`src/rtl/uart_tx_arb.sv`:
```
// Round-robin arbiter that lets N_REQ byte sources share one UART transmitter,
// granting each winner up to BURST consecutive bytes before re-arbitrating.
module uart_tx_arb #(
  parameter int N_REQ = 4,
  parameter int BURST = 4,
  localparam int GW = $clog2(N_REQ),
  localparam int CW = $clog2(BURST + 1)
) (
  input  logic               clk,
  input  logic               rst,
  input  logic [N_REQ-1:0]   req_valid,
  input  logic [8*N_REQ-1:0] req_data,
  output logic [N_REQ-1:0]   req_ready,
  input  logic               tx_ready_in,
  output logic               tx_valid_out,
  output logic [7:0]         tx_data_out,
  output logic [GW-1:0]      grant_id,
  output logic               busy
);

  typedef enum logic {IDLE, GRANT} state_t;

  state_t        state;
  logic [GW-1:0] last;
  logic [CW-1:0] cnt;
  logic [GW-1:0] next_id;
  logic [GW-1:0] cand;
  logic          found;
  logic          fire;
  logic          last_beat;
  logic [7:0]    data_arr [N_REQ];

  always_comb begin
    for (int i = 0; i < N_REQ; i++) begin
      data_arr[i] = req_data[8*i +: 8];
    end
  end

  // Search starts just past the previous holder, so a requester that just
  // finished is the last one considered on the next arbitration.
  always_comb begin
    next_id = grant_id;
    cand    = '0;
    found   = 1'b0;
    for (int k = 1; k <= N_REQ; k++) begin
      cand = GW'((int'(last) + k) % N_REQ);
      if (!found && req_valid[cand]) begin
        next_id = cand;
        found   = 1'b1;
      end
    end
  end

  always_comb begin
    tx_valid_out = 1'b0;
    tx_data_out  = 8'h00;
    req_ready    = '0;
    if (state == GRANT) begin
      tx_valid_out        = req_valid[grant_id];
      tx_data_out         = data_arr[grant_id];
      req_ready[grant_id] = tx_ready_in;
    end
  end

  assign fire      = (state == GRANT) && tx_valid_out && tx_ready_in;
  assign last_beat = (int'(cnt) + 1) == BURST;
  assign busy      = (state == GRANT);

  // A grant ends on the final byte of a burst or as soon as the holder drops
  // valid; either way one IDLE cycle separates consecutive grants.
  always_ff @(posedge clk or posedge rst) begin
    if (rst) begin
      state    <= IDLE;
      grant_id <= '0;
      last     <= GW'(N_REQ - 1);
      cnt      <= '0;
    end else begin
      case (state)
        IDLE: begin
          if (|req_valid) begin
            state    <= GRANT;
            grant_id <= next_id;
            cnt      <= '0;
          end
        end
        GRANT: begin
          if (!req_valid[grant_id] || (fire && last_beat)) begin
            state <= IDLE;
            last  <= grant_id;
          end else if (fire) begin
            cnt <= cnt + CW'(1);
          end
        end
        default: state <= IDLE;
      endcase
    end
  end

endmodule

```
`config.mk`:
```
export PLATFORM = sky130hd
export DESIGN_NAME = uart_tx_arb
export DESIGN_NICKNAME = d
export VERILOG_FILES = /design/src/rtl/uart_tx_arb.sv
export SDC_FILE = /design/constraint.sdc
export NUM_CORES = 1
export LEC_CHECK = 0
export BUFFER_PORTS_ARGS = -buffer_cell sky130_fd_sc_hd__buf_2
export CORE_ASPECT_RATIO = 1.2
export CORE_UTILIZATION = 44
export DETAILED_ROUTE_END_ITERATION = 7
export PLACE_DENSITY = 0.92
export REMOVE_ABC_BUFFERS = 1
export SYNTH_ARGS = -nofsm -noshare
export SYNTH_HDL_FRONTEND = slang
export SYNTH_SLANG_ARGS = --single-unit
```
`constraint.sdc`:
```
create_clock -name clk -period 2.24 [get_ports clk]
set_input_delay 0.224 -clock clk [delete_from_list [all_inputs] [get_ports clk]]
set_output_delay 0.224 -clock clk [all_outputs]
set_load 0.005 [all_outputs]
```
* Word level (Yosys, flattened, before mapping)
Index checks and enable logic that the tools add are counted.
Cells by class: bitwise logic cells 3, add/sub/neg operators 6, mux-type cells 32, order comparisons 7, eq/ne operators 4, reduce and logical (&&, ||, !) cells 17
Operators by type and width (number):
- 8-bit two-way mux | 3
- 8-bit binary-select mux with 2-bit select | 1
- 2-bit by 3-bit < comparator with 1-bit output (second input constant) | 5
- 1-bit two-way mux | 12
- 1-bit binary-select mux with 2-bit select | 5
- 3-bit two-way mux | 3
- 2-bit two-way mux | 4
- 1-bit logical AND | 7
- 3-bit case mux with 2 select lines | 1
- 3-bit AND reduction | 2
- 2-bit by 1-bit adder with 2-bit output (second input constant) | 2
- 2-bit adder (second input constant) | 2
- 3-bit by 1-bit adder with 4-bit output (second input constant) | 1
- 4-bit bitwise AND | 1
- 4-bit by 3-bit == test with 1-bit output (second input constant) | 1
- 1-bit zero test | 4
- 4-bit two-way mux | 1
- 2-bit != test (second input constant) | 2
- 4-bit nonzero test | 1
- 4-bit OR reduction | 1
- 3-bit by 1-bit adder with 3-bit output (second input constant) | 1
- 3-bit >= comparator (second input constant) | 1
- 2-bit NOT with 3-bit output | 1
- 1-bit demux with 2-bit select | 1
- 6 further kinds | 6
Storage, ports and cells: register bits 8, logic and storage cells 73

* Longest topological paths before layout
depth in word-level cells 14, gate-level depth with buffers 5, gate-level depth less buffers 4

* Worst setup path after synthesis
OpenSTA, ideal clock, no wires.
path kind reg-to-output, from register grant_id[0], to output port tx_data_out[0], arrival time 1396 ps, path buffers 2, setup slack 620 ps, required time 2016 ps, stages on the path, launching flop included 5, path through dfrtp_1 -> buf_6 -> buf_2 -> mux4_2 -> and2_1
Between the ends: longest elaborated chain between the ends 5
RTL lines:
- start, declared | line 17 | output logic [GW-1:0] grant_id,
- start signal, assigned | line 82 | grant_id <= next_id;
- 2-bit NOT with 3-bit output (implied by the code) | line 60 | tx_data_out = data_arr[grant_id];
- 8-bit binary-select mux with 2-bit select | line 60
- 8-bit two-way mux (implied by the code) (2 in series) | line 60
- 8-bit two-way mux | line 58 | if (state == GRANT) begin
- end, declared | line 16 | output logic [7:0] tx_data_out,
Every way passes these cells. The select of a mux whose other input is x is not followed.

* Worst setup path after layout
from register grant_id[0], to output port tx_data_out[7]
Same word-level chain as after synthesis.

==> summary.txt <==
Power and ir drop
  • Sw Ratio: 0.395
  • VDD IR-drop max: 0.000663 V
  • NetSw: 0.484 mW
  • Clk network pwr share: 0.098
  • Seq pwr share: 0.283
  • P_int: 0.740 mW
  • Pwr Density: 1100 nW/µm²
  • P_leak: 0.594 nW
  • Combinational power share: 0.619

Global routing
  • First-pass GRT wire length: 2930 µm
  • GR Util All Layers: 0.205
  • Pin count of the biggest net entering global routing: 20
  • Initial antenna violation count: 0
  • Vias in the first global route: 807
  • Grt total ovfl: 0

Worst setup path
  • CP Launch Type: register
  • CP Data Required Time: 2.02 ns
  • Slowest CP cell: mux4_1
  • Critical path capture point type: primary output
  • CP Cell Sequence: buf_12 > mux4_1 > and2_1 > buf_2
  • Crit Path Class: register to primary output
  • Max stage delay on crit path: 0.53 ns
  • Data arrival, critical path: 1.74 ns
  • Crit path max fanout: 12

Finish
  • Non-filler cells, final: 151
  • NumNets Final: 174
  • Area occupied by multi-input gates: 532 µm²
  • Fill count: 153
  • Layout cells sized above 1: 0.541
  • Final standard cell area without fillers: 1110 µm²
  • FF+latch area: 203 µm²
  • # diodes: 0
  • Synthesis-to-finish area growth: 39.9%

Clock network
  • Clock Latency Late Sink: 0.26 ns
  • Worst-path clk slew: 0.06 ns
  • CTS max path bufs: 2
  • CTS HTree Levels: 1
  • Clock sink count: 8
  • CTS tree: built
  • TritonCTS buffer count: 3
  • Clock Tree Root: clkbuf_4

Floorplanning
  • Die width: 40.8 µm
  • Die area: 1980 µm²
  • FP Rows: 16
  • Die Span Y: 48.6 µm
  • Initial core utilization: 0.479
  • Core area: 1660 µm²
  • IO Count: 55

Placement
  • GP Congestion: 0.799
  • Placed insts: 146
  • Post-DP HPWL: 1730 µm
  • I/O Buffers: 54
  • Placed Instance Area: 1080 µm²
  • Worst slack at placement: 0.554 ns

Logic synthesis
  • Mapped Area: 796 µm²
  • Async set-reset flop share out of synthesis: 1.00
  • Mean post-synth cell area: 10.2 µm²
  • Number of synthesized register bits: 8
  • Dominant register cell in the synthesized netlist: dfrtp_1
  • Seq/Total Area, Yosys: 0.255
  • Post-synth EDFFs: 0
  • Synth warn: 0
  • Synth unique cells: 35
  • Syn Inst Count: 78

Timing
  • Fmax: 510 MHz
  • Final setup margin: 0.281 ns
  • Final Cycle Share: 0.875
  • Max_slew headroom: 0.584
  • Endpoints failing setup: 0
  • Worst-margin pin slew: 0.624 ns
  • Final Skew: 0.0120 ns
  • RSZ-0062 raised after global routing: no
  • Final Critical Period: 1.96 ns
  • Fin Setup TNS: 0 ns
  • Final max-slew violation count: 0
  • Final Hold Viols: 0
  • Hold slack: 0.331 ns

Route
  • Avg WL per Cell: 13.4 µm
  • Routed Antenna Nets: 0
  • Post-Route WL: 2020 µm
  • Router iterations before antenna repair: 4
  • Vias: 841
  • DRC: 0
  • Violation count after the first detailed-routing iteration: 6
  • Via/cell ratio: 5.57

Run
  • Total of max-cap violations: 0

Status
  • Status: finished clean

Hold path
  • Hold Path Class: input pin to register
[layout by cell type (no fill, tap or decap), types with 3 or more instances in the layout]
cell      count
dfrtp_1       6
inv_1         8
mux2i_1       4
and2_1        8
buf_2        54
nor2_1        5
nand2_1       6
clkbuf_4      3
mux4_2        7
[worst max-delay path: cells and delay by family, from the launching register on]
kind / cells / cell delay [ns]
buffers and inverters: 2 / 0.30
and+or+nand+nor: 1 / 0.16
DFF: 1 / 0.48
muxes: 1 / 0.53
[logic make-up (layout without fill, tap and decap cells)]
| kind of cell | count (synthesis) | in the layout | share of synthesized area |
|---|---|---|---|
| XOR/XNOR | 1 | 1 | 0.0110 |
| buffers and inverters | 13 | 68 | 0.0770 |
| AO/OA/AOI/OAI | 14 | 14 | 0.145 |
| multiplexers | 14 | 14 | 0.314 |
| AND/OR/NAND/NOR | 27 | 27 | 0.182 |
| adder cells (fa/ha/maj) | 1 | 1 | 0.0157 |
| flip-flops | 8 | 8 | 0.255 |
[synthesized netlist by cell type (all sizes together) (2+ instances only)]
master	n	area share
dfstp	2	0.066
and2	8	0.063
inv	8	0.038
a21oi	2	0.013
mux2	2	0.033
clkbuf	2	0.0094
nor3	3	0.025
dfrtp	6	0.19
nand2	6	0.028
nand3	2	0.013
mux2i	4	0.050
o21ai	2	0.013
buf	3	0.030
mux4	8	0.23
nor2	5	0.024
[per-layer routing]
metal / track usage / vias up / routed length (µm)
li1: - / 401 / -
met1: 0.188 / 396 / 673
met2: 0.391 / 42 / 1130
met3: 0.0321 / 2 / 195
met4: 0.0833 / 0 / 15
met5: 0 / - / 0
[final timing paths]
check                                        startpoint                  end  slack, ns  cells after the start
max in group asynchronous                           rst  last[0]$_DFFE_PP1P_       1.50                      3
min in group asynchronous                           rst   cnt[1]$_DFFE_PP0P_       0.44                      3
worst max register to register  grant_id[0]$_DFFE_PP0P_  last[1]$_DFFE_PP1P_       0.55                      5
worst min register to register       cnt[0]$_DFFE_PP0P_   cnt[0]$_DFFE_PP0P_       0.53                      1
worst max-delay path            grant_id[0]$_DFFE_PP0P_       tx_data_out[7]       0.28                      4
worst min-delay path                        tx_ready_in       busy$_DFF_PP0_       0.33                      3
[per-stage QoR]
stage | utilization | total power, mW
final | 0.670 | 1.22
after global routing | 0.670 | 1.33
after detailed placement | 0.648 | 1.11
after floorplan | - | 0.818
after global placement | 0.648 | 1.08
after CTS | 0.670 | 1.24
[power by group through the flow]
stage / logic [mW] / clock network, mW / registers [mW]
floorplan: 0.467 / 0 / 0.350
global placement: 0.737 / 0 / 0.347
detailed placement: 0.764 / 0 / 0.350
CTS: 0.769 / 0.126 / 0.349
global route: 0.836 / 0.134 / 0.363
finish: 0.757 / 0.120 / 0.346
[cell type report]
cell class,count,share of cell area
clock buffers,4,0.0236
flip-flops and latches,8,0.182
multi-input cells,57,0.478
well taps,18,0.0202
inverters,8,0.0270
repair buffers,56,0.270
[registers in the layout (all words and copies together), names as in the netlist]
register	count
grant_id	2
cnt	3
last	2
busy	1
[timing repair]
item                      CTS  global route
gates resized for setup     0             0
hold endpoints to repair    6             0
hold buffers                1             0
setup buffers               0             0
Power figures use the tool's default switching activity.
